<file path="src/rtl/clk_time_counter.sv">
// ============================================================================
// Module   : clk_time_counter
// Brief    : Synchronises the divided seconds clock, detects its rising edge
//            and advances a BCD HH:MM:SS counter with load/pause control.
// Revision : 1.0 - initial release
// ============================================================================
`default_nettype none

module clk_time_counter #(
    parameter int SYNC_STAGES = 2,
    parameter int HOUR_MAX    = 23
) (
    input  logic       clk,
    input  logic       rst,
    input  logic       i_tick_in,
    input  logic       i_pause,
    input  logic       i_set_valid,
    output logic       o_set_ready,
    input  logic [7:0] i_set_hh,
    input  logic [7:0] i_set_mm,
    input  logic [7:0] i_set_ss,
    output logic       o_set_err,
    output logic [7:0] o_hh,
    output logic [7:0] o_mm,
    output logic [7:0] o_ss,
    output logic       o_sec_pulse,
    output logic       o_min_pulse,
    output logic       o_hour_pulse,
    output logic       o_day_pulse
);

    localparam logic [7:0] c_HOUR_MAX_BCD = {4'(HOUR_MAX / 10), 4'(HOUR_MAX % 10)};
    localparam logic [7:0] c_MS_MAX_BCD   = 8'h59;

    typedef enum logic [0:0] {
        ST_RUN    = 1'b0,
        ST_PAUSED = 1'b1
    } state_t;

    state_t                 r_state;
    state_t                 w_state_nxt;
    logic [SYNC_STAGES-1:0] r_sync;
    logic                   r_sync_d;
    logic                   w_edge;
    logic                   w_accept;
    logic                   w_legal;
    logic                   w_advance;
    logic                   w_ss_wrap;
    logic                   w_mm_wrap;
    logic                   w_hh_wrap;
    logic [7:0]             r_hh;
    logic [7:0]             r_mm;
    logic [7:0]             r_ss;
    logic                   r_set_err;
    logic                   r_sec_pulse;
    logic                   r_min_pulse;
    logic                   r_hour_pulse;
    logic                   r_day_pulse;

    // With both digits <= 9, BCD ordering equals numeric ordering.
    function automatic logic f_bcd_ok(input logic [7:0] v, input logic [7:0] max);
        return (v[3:0] <= 4'd9) && (v[7:4] <= 4'd9) && (v <= max);
    endfunction

    function automatic logic [7:0] f_bcd_inc(input logic [7:0] v, input logic [7:0] max);
        if (v == max)
            return 8'h00;
        else if (v[3:0] == 4'd9)
            return {v[7:4] + 4'd1, 4'd0};
        else
            return {v[7:4], v[3:0] + 4'd1};
    endfunction

    assign o_set_ready = ~rst;
    assign w_accept    = i_set_valid & o_set_ready;
    assign w_legal     = f_bcd_ok(i_set_hh, c_HOUR_MAX_BCD) &&
                         f_bcd_ok(i_set_mm, c_MS_MAX_BCD)   &&
                         f_bcd_ok(i_set_ss, c_MS_MAX_BCD);
    assign w_edge      = r_sync[SYNC_STAGES-1] & ~r_sync_d;
    assign w_ss_wrap   = (r_ss == c_MS_MAX_BCD);
    assign w_mm_wrap   = (r_mm == c_MS_MAX_BCD);
    assign w_hh_wrap   = (r_hh == c_HOUR_MAX_BCD);

    always_ff @(posedge clk) begin
        if (rst) begin
            r_sync   <= '0;
            r_sync_d <= 1'b0;
        end else begin
            r_sync   <= {r_sync[SYNC_STAGES-2:0], i_tick_in};
            r_sync_d <= r_sync[SYNC_STAGES-1];
        end
    end

    always_ff @(posedge clk) begin
        if (rst)
            r_state <= ST_RUN;
        else
            r_state <= w_state_nxt;
    end

    // A load in the same cycle as an edge swallows that tick.
    always_comb begin
        w_state_nxt = r_state;
        w_advance   = 1'b0;
        case (r_state)
            ST_RUN: begin
                w_advance = w_edge & ~w_accept;
                if (i_pause)
                    w_state_nxt = ST_PAUSED;
            end
            ST_PAUSED: begin
                if (!i_pause)
                    w_state_nxt = ST_RUN;
            end
            default: w_state_nxt = ST_RUN;
        endcase
    end

    always_ff @(posedge clk) begin
        if (rst) begin
            r_hh         <= 8'h00;
            r_mm         <= 8'h00;
            r_ss         <= 8'h00;
            r_set_err    <= 1'b0;
            r_sec_pulse  <= 1'b0;
            r_min_pulse  <= 1'b0;
            r_hour_pulse <= 1'b0;
            r_day_pulse  <= 1'b0;
        end else begin
            r_set_err    <= w_accept & ~w_legal;
            r_sec_pulse  <= w_advance;
            r_min_pulse  <= w_advance & w_ss_wrap;
            r_hour_pulse <= w_advance & w_ss_wrap & w_mm_wrap;
            r_day_pulse  <= w_advance & w_ss_wrap & w_mm_wrap & w_hh_wrap;
            if (w_accept) begin
                if (w_legal) begin
                    r_hh <= i_set_hh;
                    r_mm <= i_set_mm;
                    r_ss <= i_set_ss;
                end
            end else if (w_advance) begin
                r_ss <= f_bcd_inc(r_ss, c_MS_MAX_BCD);
                if (w_ss_wrap)
                    r_mm <= f_bcd_inc(r_mm, c_MS_MAX_BCD);
                if (w_ss_wrap && w_mm_wrap)
                    r_hh <= f_bcd_inc(r_hh, c_HOUR_MAX_BCD);
            end
        end
    end

    assign o_hh         = r_hh;
    assign o_mm         = r_mm;
    assign o_ss         = r_ss;
    assign o_set_err    = r_set_err;
    assign o_sec_pulse  = r_sec_pulse;
    assign o_min_pulse  = r_min_pulse;
    assign o_hour_pulse = r_hour_pulse;
    assign o_day_pulse  = r_day_pulse;

endmodule

`default_nettype wire
</file>
<file path="config.mk">
export PLATFORM = sky130hd
export DESIGN_NAME = clk_time_counter
export DESIGN_NICKNAME = d
export VERILOG_FILES = /design/src/rtl/clk_time_counter.sv
export SDC_FILE = /design/constraint.sdc
export NUM_CORES = 1
export LEC_CHECK = 0
export CORE_UTILIZATION = 43
export CTS_CLUSTER_SIZE = 10
export DETAILED_ROUTE_END_ITERATION = 10
export PLACE_DENSITY = 0.8
export SYNTH_ARGS = -nofsm -noshare
export SYNTH_HDL_FRONTEND = slang
export SYNTH_SLANG_ARGS = --single-unit
</file>
<file path="constraint.sdc">
create_clock -name clk -period 3.8 [get_ports clk]
set_input_delay 0.95 -clock clk [delete_from_list [all_inputs] [get_ports clk]]
set_output_delay 0.95 -clock clk [all_outputs]
set_load 0.01 [all_outputs]
</file>
==> summary.txt, run 1 <==
Final Util: 61.6%
CTS H-Tree Depth: 2
synth top area cells: dfxtp_1 33%, ha_1 6.3%, nor3_1 5.5%, nand3_1 3.8%, a21oi_1 3.3%
syn_area_per_cell: 8.38 sq um
Critical Path AT: 2170 ps
PnR worst setup slack: 680 ps
die width: 70.2 microns
CORE AREA: 4410 sq um
Initial Util: 45.4%
GP Congestion: 0.854
maximum root-to-sink buffer count: 2
GRT overflow: 0
fmax: 321 MHz
Layout area overhead: 35.8%
setup TNS: 0 ps
HPWL reported at the end of detailed placement: 4020 microns
YS warnings: 0
RSZ-0062 raised after global routing: no
Post-CTS Hold Buffers: 0
met1 wire length: 2420 microns
vias in the first global route: 1946
1st-iter DRT viols: 159
Num CTS Buffers: 5
DR WL met2: 2700 microns
max_cap viols: 0
minimum clock period: 3120 ps
Worst Hold Class: flip-flop to flip-flop
status: complete, no violations
Site Rows: 24
most frequent cell after synthesis: dfxtp_1
first-pass GRT wire length: 9110 microns
via count: 2117
CP Capture Type: primary output
crit-path max FO: 6
Clock transition at path regs: 60 ps
Post-synth ARST share: 0%
Mapped Cells: 239
insertion delay to the later sink of the worst-skew pair: 290 ps
worst slew pin tran: 656 ps
post-DR wirelength/cell: 16.0 microns
crit path kind: primary input to primary output
Leak: 0.918 nW
critical path launch point: rst
all-layer global routing usage: 22.9%
Worst Path Required: 2850 ps
Post-synth EDFFs: 0
Slew Limit Fails: 0
Hold Startpoint: r_sync[0]$_SDFF_PP0_
top cells by count, synth: 33 x dfxtp_1, 22 x nor3_1, 15 x nand3_1, 15 x nor2_1, 14 x nand2_1
sequential area share after synthesis: 33.0%
diode count: 0
Final #Nets: 334
Routed Antenna Nets: 0
Ports: 59
antenna violations before repair: 0
layout cell share with drive strength beyond 1: 8.14%
PostCTS Resize Cnt: 0
largest area contributor in the netlist: dfxtp_1
Via density: 6.10
P per Cell Area: 259 nW/um^2
Most used DFF post-synth: dfxtp_1
Final Hold Fails: 0
Routed met3 length: 377 microns
CTS Root Cell: clkbuf_8
die height: 70.2 microns
Yosys cell types: 51
top routing layer used: met4
final setup fails: 0
Worst setup SP type: primary input
relative slew slack: 55.7%
Setup Buffers After CTS: 0
CTS Sinks: 33
FF+latch count, synth: 33
syn_nets: 278
CTS tree: built
wirelength, routed: 5560 microns
largest net degree at the start of global routing: 37
die area: 4930 sq um
skew final: 7.37 ps
mapped cell area: 2000 sq um
pre-CTS setup slack: 534 ps
IO Port Bufs: 58
top-area cell type share of the netlist area: 33.0%
peak supply drop: 251 uV
R2R Path Start: o_hh[0]$_SDFFE_PP0P_
DRT Pass-1 Iters: 4
Residual DRC: 0
fin crit share: 82.1%
==> registers in the layout, indices dropped and copies added (netlist names) <==
register      flops
r_state           1
r_sync            2
o_hh              8
o_sec_pulse       1
o_day_pulse       1
o_mm              8
o_ss              8
o_hour_pulse      1
r_sync_d          1
o_min_pulse       1
o_set_err         1
==> cells by family after synthesis <==
| kind of cell | after synthesis | share of synthesized area [%] |
|---|---|---|
| AND/OR/NAND/NOR | 108 | 31.5 |
| AO/OA/AOI/OAI | 60 | 21.8 |
| XOR/XNOR | 2 | 0.875 |
| adder cells (fa/ha/maj) | 10 | 6.25 |
| multiplexers | 4 | 2.25 |
| buffers and inverters | 22 | 4.38 |
| flip-flops | 33 | 33.0 |
==> per-stage QoR <==
step / cells / total power [W] / instance area (sq um) / hold slack, ps
after floorplan: 239 / 0.000394 / 2000 / 414
after global placement: 340 / 0.000443 / 2630 / 418
after detailed placement: 340 / 0.000443 / 2630 / 443
after CTS: 347 / 0.000707 / 2720 / 457
after global routing: 347 / 0.000725 / 2720 / 466
final: 347 / 0.000705 / 2720 / 454
==> worst max-delay path, cell delays in order <==
cell and delay [ps]:
clkdlybuf4s50_1 410, inv_1 220, clkdlybuf4s50_1 590
==> final timing paths <==
kind | end | slack (ps) | cells after the start
worst max-delay path | o_set_ready | 680 | 3
worst min-delay path | r_sync[1]$_SDFF_PP0_ | 450 | 1
worst max register to register | o_hh[4]$_SDFFE_PP0P_ | 1670 | 5
worst min register to register | r_sync[1]$_SDFF_PP0_ | 450 | 1
==> where the power goes <==
| part | switching (W) | total (W) | internal (W) |
|---|---|---|---|
| Sequential | 0.00000334 | 0.000353 | 0.000350 |
| Clock | 0.000125 | 0.000269 | 0.000144 |
| Combinational | 0.0000398 | 0.0000832 | 0.0000434 |
==> area by class of cell <==
type / count / area, sq um
fill: 409 / 1700
multi-input combinational: 184 / 1250
sequential: 33 / 661
timing repair buffer: 64 / 626
clock buffer: 7 / 86.3
tap: 52 / 65.1
inverter: 7 / 26.3
==> metal layers <==
| layer | up-vias | GRT usage (%) |
|---|---|---|
| li1 | 1029 | - |
| met2 | 90 | 36.4 |
| met1 | 991 | 30.6 |
| met4 | 0 | 7.11 |
| met3 | 7 | 5.05 |
| met5 | - | 0 |
==> layout by cell type, fill, tap and decap left out, types with 5 or more instances in the layout <==
master | synthesis | routed
nand3b_1 | 5 | 5
nor2b_1 | 8 | 8
o21ai_0 | 8 | 8
buf_4 | 0 | 6
nand3_1 | 15 | 15
clkbuf_8 | 0 | 6
ha_1 | 10 | 10
inv_1 | 7 | 7
a221oi_1 | 6 | 6
clkdlybuf4s50_1 | 0 | 58
dfxtp_1 | 33 | 33
nor2_1 | 15 | 15
nand2_1 | 14 | 14
a21oi_1 | 13 | 13
nor3_1 | 22 | 22
No activity file was read; power rests on OpenSTA's default activity.
==> run 2, diff against run 1 <==
Settings changed: PLACE_DENSITY 0.8 to 0.83.
Clock period 3.8 ns to 2.5 ns, I/O delays scaled along.
==> run 2 against run 1 <==
  * Global-route usage increased by 2.6 points
  * Routed wire length is 8.1% higher
  * Sequential share of layout area down 1.4 points
  * Utilization grew 3.7 points
  * Sequential power rose by 52%
  * Via count rose by 8.4%
  * Power is 54% higher
  * Clock power is 52% higher
  * Flip-flop and latch count stayed put
  * Critical path depth is 1 higher
  * Largest cell class unchanged
  * Largest power group unchanged
==> summary.txt, run 2 (synthesized netlist as in run 1, its figures left out) <==
die height: 70.2 microns (unchanged)
max_cap viols: 0 (unchanged)
Final #Nets: 354 (+6.0%)
Clock Power Share: 37.7% (-0.4 points)
most common cell after layout, fill and taps aside: clkdlybuf4s50_1
crit path kind: primary input to primary output
Worst setup SP type: primary input
skew final: 4.93 ps (-2.44 ps)
vias in the first global route: 2100 (+7.9%)
all-layer global routing usage: 25.5% (+2.6 points)
die width: 70.2 microns (unchanged)
pre-CTS setup slack: -24.4 ps (-558 ps)
relative slew slack: 65.9% (+10 points)
Setup Buffers After CTS: 0 (unchanged)
Slew Limit Fails: 0 (unchanged)
IO Port Bufs: 58 (unchanged)
Critical Path AT: 1820 ps (-350 ps)
Num CTS Buffers: 5 (unchanged)
CTS tree: built
CP Capture Type: primary output
Worst Path Required: 1880 ps (-970 ps)
Initial Util: 45.4% (unchanged)
PostCTS Resize Cnt: 0 (unchanged)
Worst Hold Class: flip-flop to flip-flop
Comb pwr share: 13.1% (+1.3 points)
final setup fails: 0 (unchanged)
largest net degree at the start of global routing: 27 (-27%)
CTS Sinks: 33 (unchanged)
DP Cell Count: 360 (+5.9%)
die area: 4930 sq um (unchanged)
worst slew pin tran: 506 ps (-150 ps)
wirelength, routed: 6010 microns (+8.1%)
P per Cell Area: 378 nW/um^2 (+46%)
non-filler cells, final: 368 (+6.1%)
Flop pwr share: 49.2% (-0.8 points)
Via density: 6.24 (+2.2%)
RSZ-0062 raised after global routing: no
CTS Root Cell: clkbuf_8
switching portion of total power: 26.5% (+2.6 points)
fin crit share: 97.8%
fmax: 409 MHz
antenna violations before repair: 0 (unchanged)
minimum clock period: 2440 ps
Layout fillers: 371 (-9.3%)
1st-iter DRT viols: 301 (+89%)
maximum root-to-sink buffer count: 2 (unchanged)
DRT Pass-1 Iters: 5 (+1)
WHS: 462 ps (+7.75 ps)
Leak: 1.02 nW (+11%)
CTS H-Tree Depth: 2 (unchanged)
P_int: 0.000801 W (+49%)
via count: 2295 (+8.4%)
crit-path max FO: 3 (-3)
Ports: 59 (unchanged)
Pwr Total: 0.00109 W (+54%)
GRT overflow: 0 (unchanged)
Residual DRC: 0 (unchanged)
Site Rows: 24 (unchanged)
Layout area overhead: 43.9%
layout cell share with drive strength beyond 1: 14.6% (+6.4 points)
Final Hold Fails: 0 (unchanged)
status: complete, no violations
reg2reg path depth: 6 (+1)
insertion delay to the later sink of the worst-skew pair: 300 ps (about the same)
commonest non-fill, non-tap cells in the layout: 58 x clkdlybuf4s50_1, 33 x dfxtp_1, 25 x buf_4, 22 x nor3_1
PnR worst setup slack: 55.3 ps (-625 ps)
diode count: 0 (unchanged)
HPWL reported at the end of detailed placement: 4340 microns (+8.1%)
post-DR wirelength/cell: 16.3 microns (+1.9%)
GP Congestion: 0.888 (+4.0%)
first-pass GRT wire length: 10000 microns (+9.8%)
peak supply drop: 295 uV (+18%)
Clock transition at path regs: 70 ps (about the same)
Hold Path Stages: 1 (unchanged)
Routed Antenna Nets: 0 (unchanged)
Post-CTS Hold Buffers: 0 (unchanged)
Psw: 0.000288 W (+71%)
CORE AREA: 4410 sq um (unchanged)
run 2: cell type report:
type	instances	area, sq um	area share [%]
Multi-Input combinational cell	184	1250	43.5
Tap cell	52	65.1	2.26
Inverter	7	26.3	0.912
Sequential cell	33	661	22.9
Clock buffer	5	68.8	2.39
Clock inverter	3	17.5	0.608
Timing Repair Buffer	84	788	27.4
run 2: per-layer routing:
layer | vias up | global-route usage (%) | wire, microns
met2 | 116 | 41.4 | 2910
met3 | 9 | 7.22 | 448
met1 | 1105 | 31.9 | 2570
met5 | - | 0 | 0
met4 | 0 | 9.33 | 75
li1 | 1065 | - | -
run 2: power by group through the flow:
stage          logic (W)  registers (W)  clock network, W
2_1_floorplan  0.0000516       0.000547                 0
3_3_place_gp    0.000139       0.000548                 0
3_5_place_dp    0.000140       0.000548                 0
4_1_cts         0.000141       0.000536          0.000415
5_1_grt         0.000152       0.000536          0.000445
6_report        0.000143       0.000536          0.000410
run 2: critical path, cell delays in order:
cell             delay [ps]
clkdlybuf4s50_1         430
buf_4                   160
inv_1                    70
clkdlybuf4s50_1         540
run 2: final timing paths:
check,start,to,slack (ps)
worst min register to register,r_sync[0]$_SDFF_PP0_,r_sync[1]$_SDFF_PP0_,460
worst min-delay path,r_sync[0]$_SDFF_PP0_,r_sync[1]$_SDFF_PP0_,460
worst max-delay path,rst,o_set_ready,60
worst max register to register,o_ss[4]$_SDFFE_PP0P_,o_hh[1]$_SDFFE_PP0P_,420
run 2: stage by stage:
| stage | TNS (ps) | util, % | cell area (sq um) |
|---|---|---|---|
| floorplan | 0 | - | 2000 |
| global placement | 0 | 63.3 | 2790 |
| detailed placement | -64.5 | 63.3 | 2790 |
| CTS | 0 | 65.2 | 2880 |
| global route | 0 | 65.2 | 2880 |
| finish | 0 | 65.2 | 2880 |
==> run 3, diff against run 2 <==
Settings changed: CORE_MARGIN set to 2, REMOVE_ABC_BUFFERS set to 1, SETUP_SLACK_MARGIN set to 0.02.
==> run 3 against run 2 <==
  * Count of clock-buffer cells in the layout grew 1
  * Clock skew grew 2.0 ps
  * Flip-flop and latch count is the same
  * Critical path type unchanged
  * Maximum frequency grew 2.8%
  * Combinational power shrank 3%
  * Global-route usage shrank 2.3 points
  * Via count shrank 1.0%
  * Highest routed layer unchanged
  * Routed wire length shrank 0.17%
==> summary.txt, run 3 (synthesized netlist as in run 1, its figures left out) <==
Final Hold Fails: 0 (unchanged)
Post-CTS Hold Buffers: 0 (unchanged)
Routed Antenna Nets: 0 (unchanged)
1st-iter DRT viols: 224 (-26%)
crit path cell chain: clkdlybuf4s50_1 > inv_1 > clkdlybuf4s50_1
P per Cell Area: 375 nW/um^2 (-0.70%)
reg2reg path depth: 7 (+1)
CP Capture Type: primary output
Layout fillers: 396 (+6.7%)
Clock transition at path regs: 70 ps (about the same)
wirelength, routed: 6000 microns (-0.17%)
die area: 5220 sq um (+5.8%)
GP Congestion: 0.849 (-4.4%)
antenna violations before repair: 0 (unchanged)
diode count: 0 (unchanged)
Via density: 6.17 (-1.0%)
Setup Buffers After CTS: 0 (unchanged)
reg2reg setup slack: 460 ps (+40 ps)
CTS Sinks: 33 (unchanged)
Initial Util: 45.4% (unchanged)
crit path kind: primary input to primary output
non-filler cells, final: 368 (unchanged)
Leak: 1.02 nW (-0.39%)
most common cell after layout, fill and taps aside: clkdlybuf4s50_1
Worst Path Required: 1880 ps (about the same)
insertion delay to the later sink of the worst-skew pair: 300 ps (about the same)
R2R Path Start: o_hh[1]$_SDFFE_PP0P_
Critical R2R Capture: o_hh[5]$_SDFFE_PP0P_
Finished Cell Area: 2860 sq um (-0.56%)
DRT Pass-1 Iters: 8 (+3)
Min-Delay Endpoint: r_sync[1]$_SDFF_PP0_
post-DR wirelength/cell: 16.3 microns (-0.17%)
Largest stage delay, worst path: 550 ps (about the same)
final setup fails: 0 (unchanged)
skew final: 6.90 ps (+1.96 ps)
status: complete, no violations
Slew Limit Fails: 0 (unchanged)
most used cell, CP: clkdlybuf4s50_1
layout cell share with drive strength beyond 1: 14.2% (-0.32 points)
Residual DRC: 0 (unchanged)
WHS: 441 ps (-20.3 ps)
fmax: 420 MHz (+2.8%)
Ports: 59 (unchanged)
worst slew pin tran: 543 ps (+36.2 ps)
Worst setup SP type: primary input
minimum clock period: 2380 ps (-65.9 ps)
Hold Startpoint: r_sync[0]$_SDFF_PP0_
commonest non-fill, non-tap cells in the layout: 58 x clkdlybuf4s50_1, 33 x dfxtp_1, 26 x buf_4, 22 x nor3_1
PostCTS Resize Cnt: 0 (unchanged)
Worst Hold Class: flip-flop to flip-flop
via count: 2272 (-1.0%)
IO Port Bufs: 58 (unchanged)
Num CTS Buffers: 5 (unchanged)
CTS H-Tree Depth: 2 (unchanged)
CORE AREA: 4410 sq um (unchanged)
first-pass GRT wire length: 9620 microns (-3.9%)
peak supply drop: 190 uV (-36%)
vias in the first global route: 2042 (-2.8%)
relative slew slack: 63.8% (-2.1 points)
CTS tree: built
CP max stage cell: clkdlybuf4s50_1
crit-path max FO: 4 (+1)
Hold Path Stages: 1 (unchanged)
CTS Root Cell: clkbuf_8
Critical Path AT: 1750 ps (-70 ps)
Site Rows: 24 (unchanged)
DP Cell Count: 360 (unchanged)
all-layer global routing usage: 23.2% (-2.3 points)
RSZ-0062 raised after global routing: no
Layout area overhead: 43.1%
max_cap viols: 0 (unchanged)
die width: 72.2 microns (+2.8%)
fin crit share: 95.2% (-2.6 points)
GRT overflow: 0 (unchanged)
largest net degree at the start of global routing: 27 (unchanged)
maximum root-to-sink buffer count: 2 (unchanged)
die height: 72.2 microns (+2.8%)
HPWL reported at the end of detailed placement: 4360 microns (+0.43%)
Final #Nets: 354 (unchanged)
Area after DPL: 2780 sq um (-0.45%)
## run 3: stage by stage
step / setup TNS, ps / total power (W) / worst slack [ps] / utilization [%]
4_1_cts: 0 / 0.00107 / 128 / 64.9
3_3_place_gp: 0 / 0.000684 / 1.04 / 63.0
5_1_grt: 0 / 0.00111 / 48.1 / 64.9
6_report: 0 / 0.00108 / 121 / 64.9
2_1_floorplan: -4530 / 0.000585 / -327 / -
3_5_place_dp: -1180 / 0.000684 / -100 / 63.0
## run 3: critical path, delay by kind of cell
kind                   cells  cell delay (ps)
buffers and inverters      3             1130
## run 3: worst max-delay path by stage
stage,start,to,slack (ps),cells after the start
after global placement,i_set_hh[7],o_mm[6]$_SDFFE_PP0P_,1,7
after global routing,i_set_hh[7],o_mm[3]$_SDFFE_PP0P_,50,8
after floorplan,i_set_valid,o_mm[3]$_SDFFE_PP0P_,-330,4
after detailed placement,i_set_hh[7],o_mm[6]$_SDFFE_PP0P_,-100,7
after CTS,rst,o_set_ready,130,3
final,rst,o_set_ready,120,3
## run 3: area by class of cell
type | instances | area [sq um] | area share (%)
Multi-Input combinational cell | 184 | 1250 | 43.8
Sequential cell | 33 | 661 | 23.1
Timing Repair Buffer | 84 | 776 | 27.1
Tap cell | 52 | 65.1 | 2.27
Inverter | 7 | 26.3 | 0.917
Clock inverter | 2 | 10.0 | 0.349
Clock buffer | 6 | 72.6 | 2.53
## run 3: power by group
| group | internal, W | switching, W | total [W] |
|---|---|---|---|
| registers | 0.000531 | 0.00000490 | 0.000536 |
| clock network | 0.000193 | 0.000207 | 0.000400 |
| logic | 0.0000750 | 0.0000641 | 0.000139 |
| total | 0.000799 | 0.000276 | 0.00108 |
## run 3: per-layer routing
layer	part of all wire [%]	GRT usage (%)	vias to the layer above
met5	0	0	-
met4	1.8	9.64	0
met3	7.5	3.61	19
met2	46	36.4	112
met1	45	31.8	1073
li1	-	-	1068
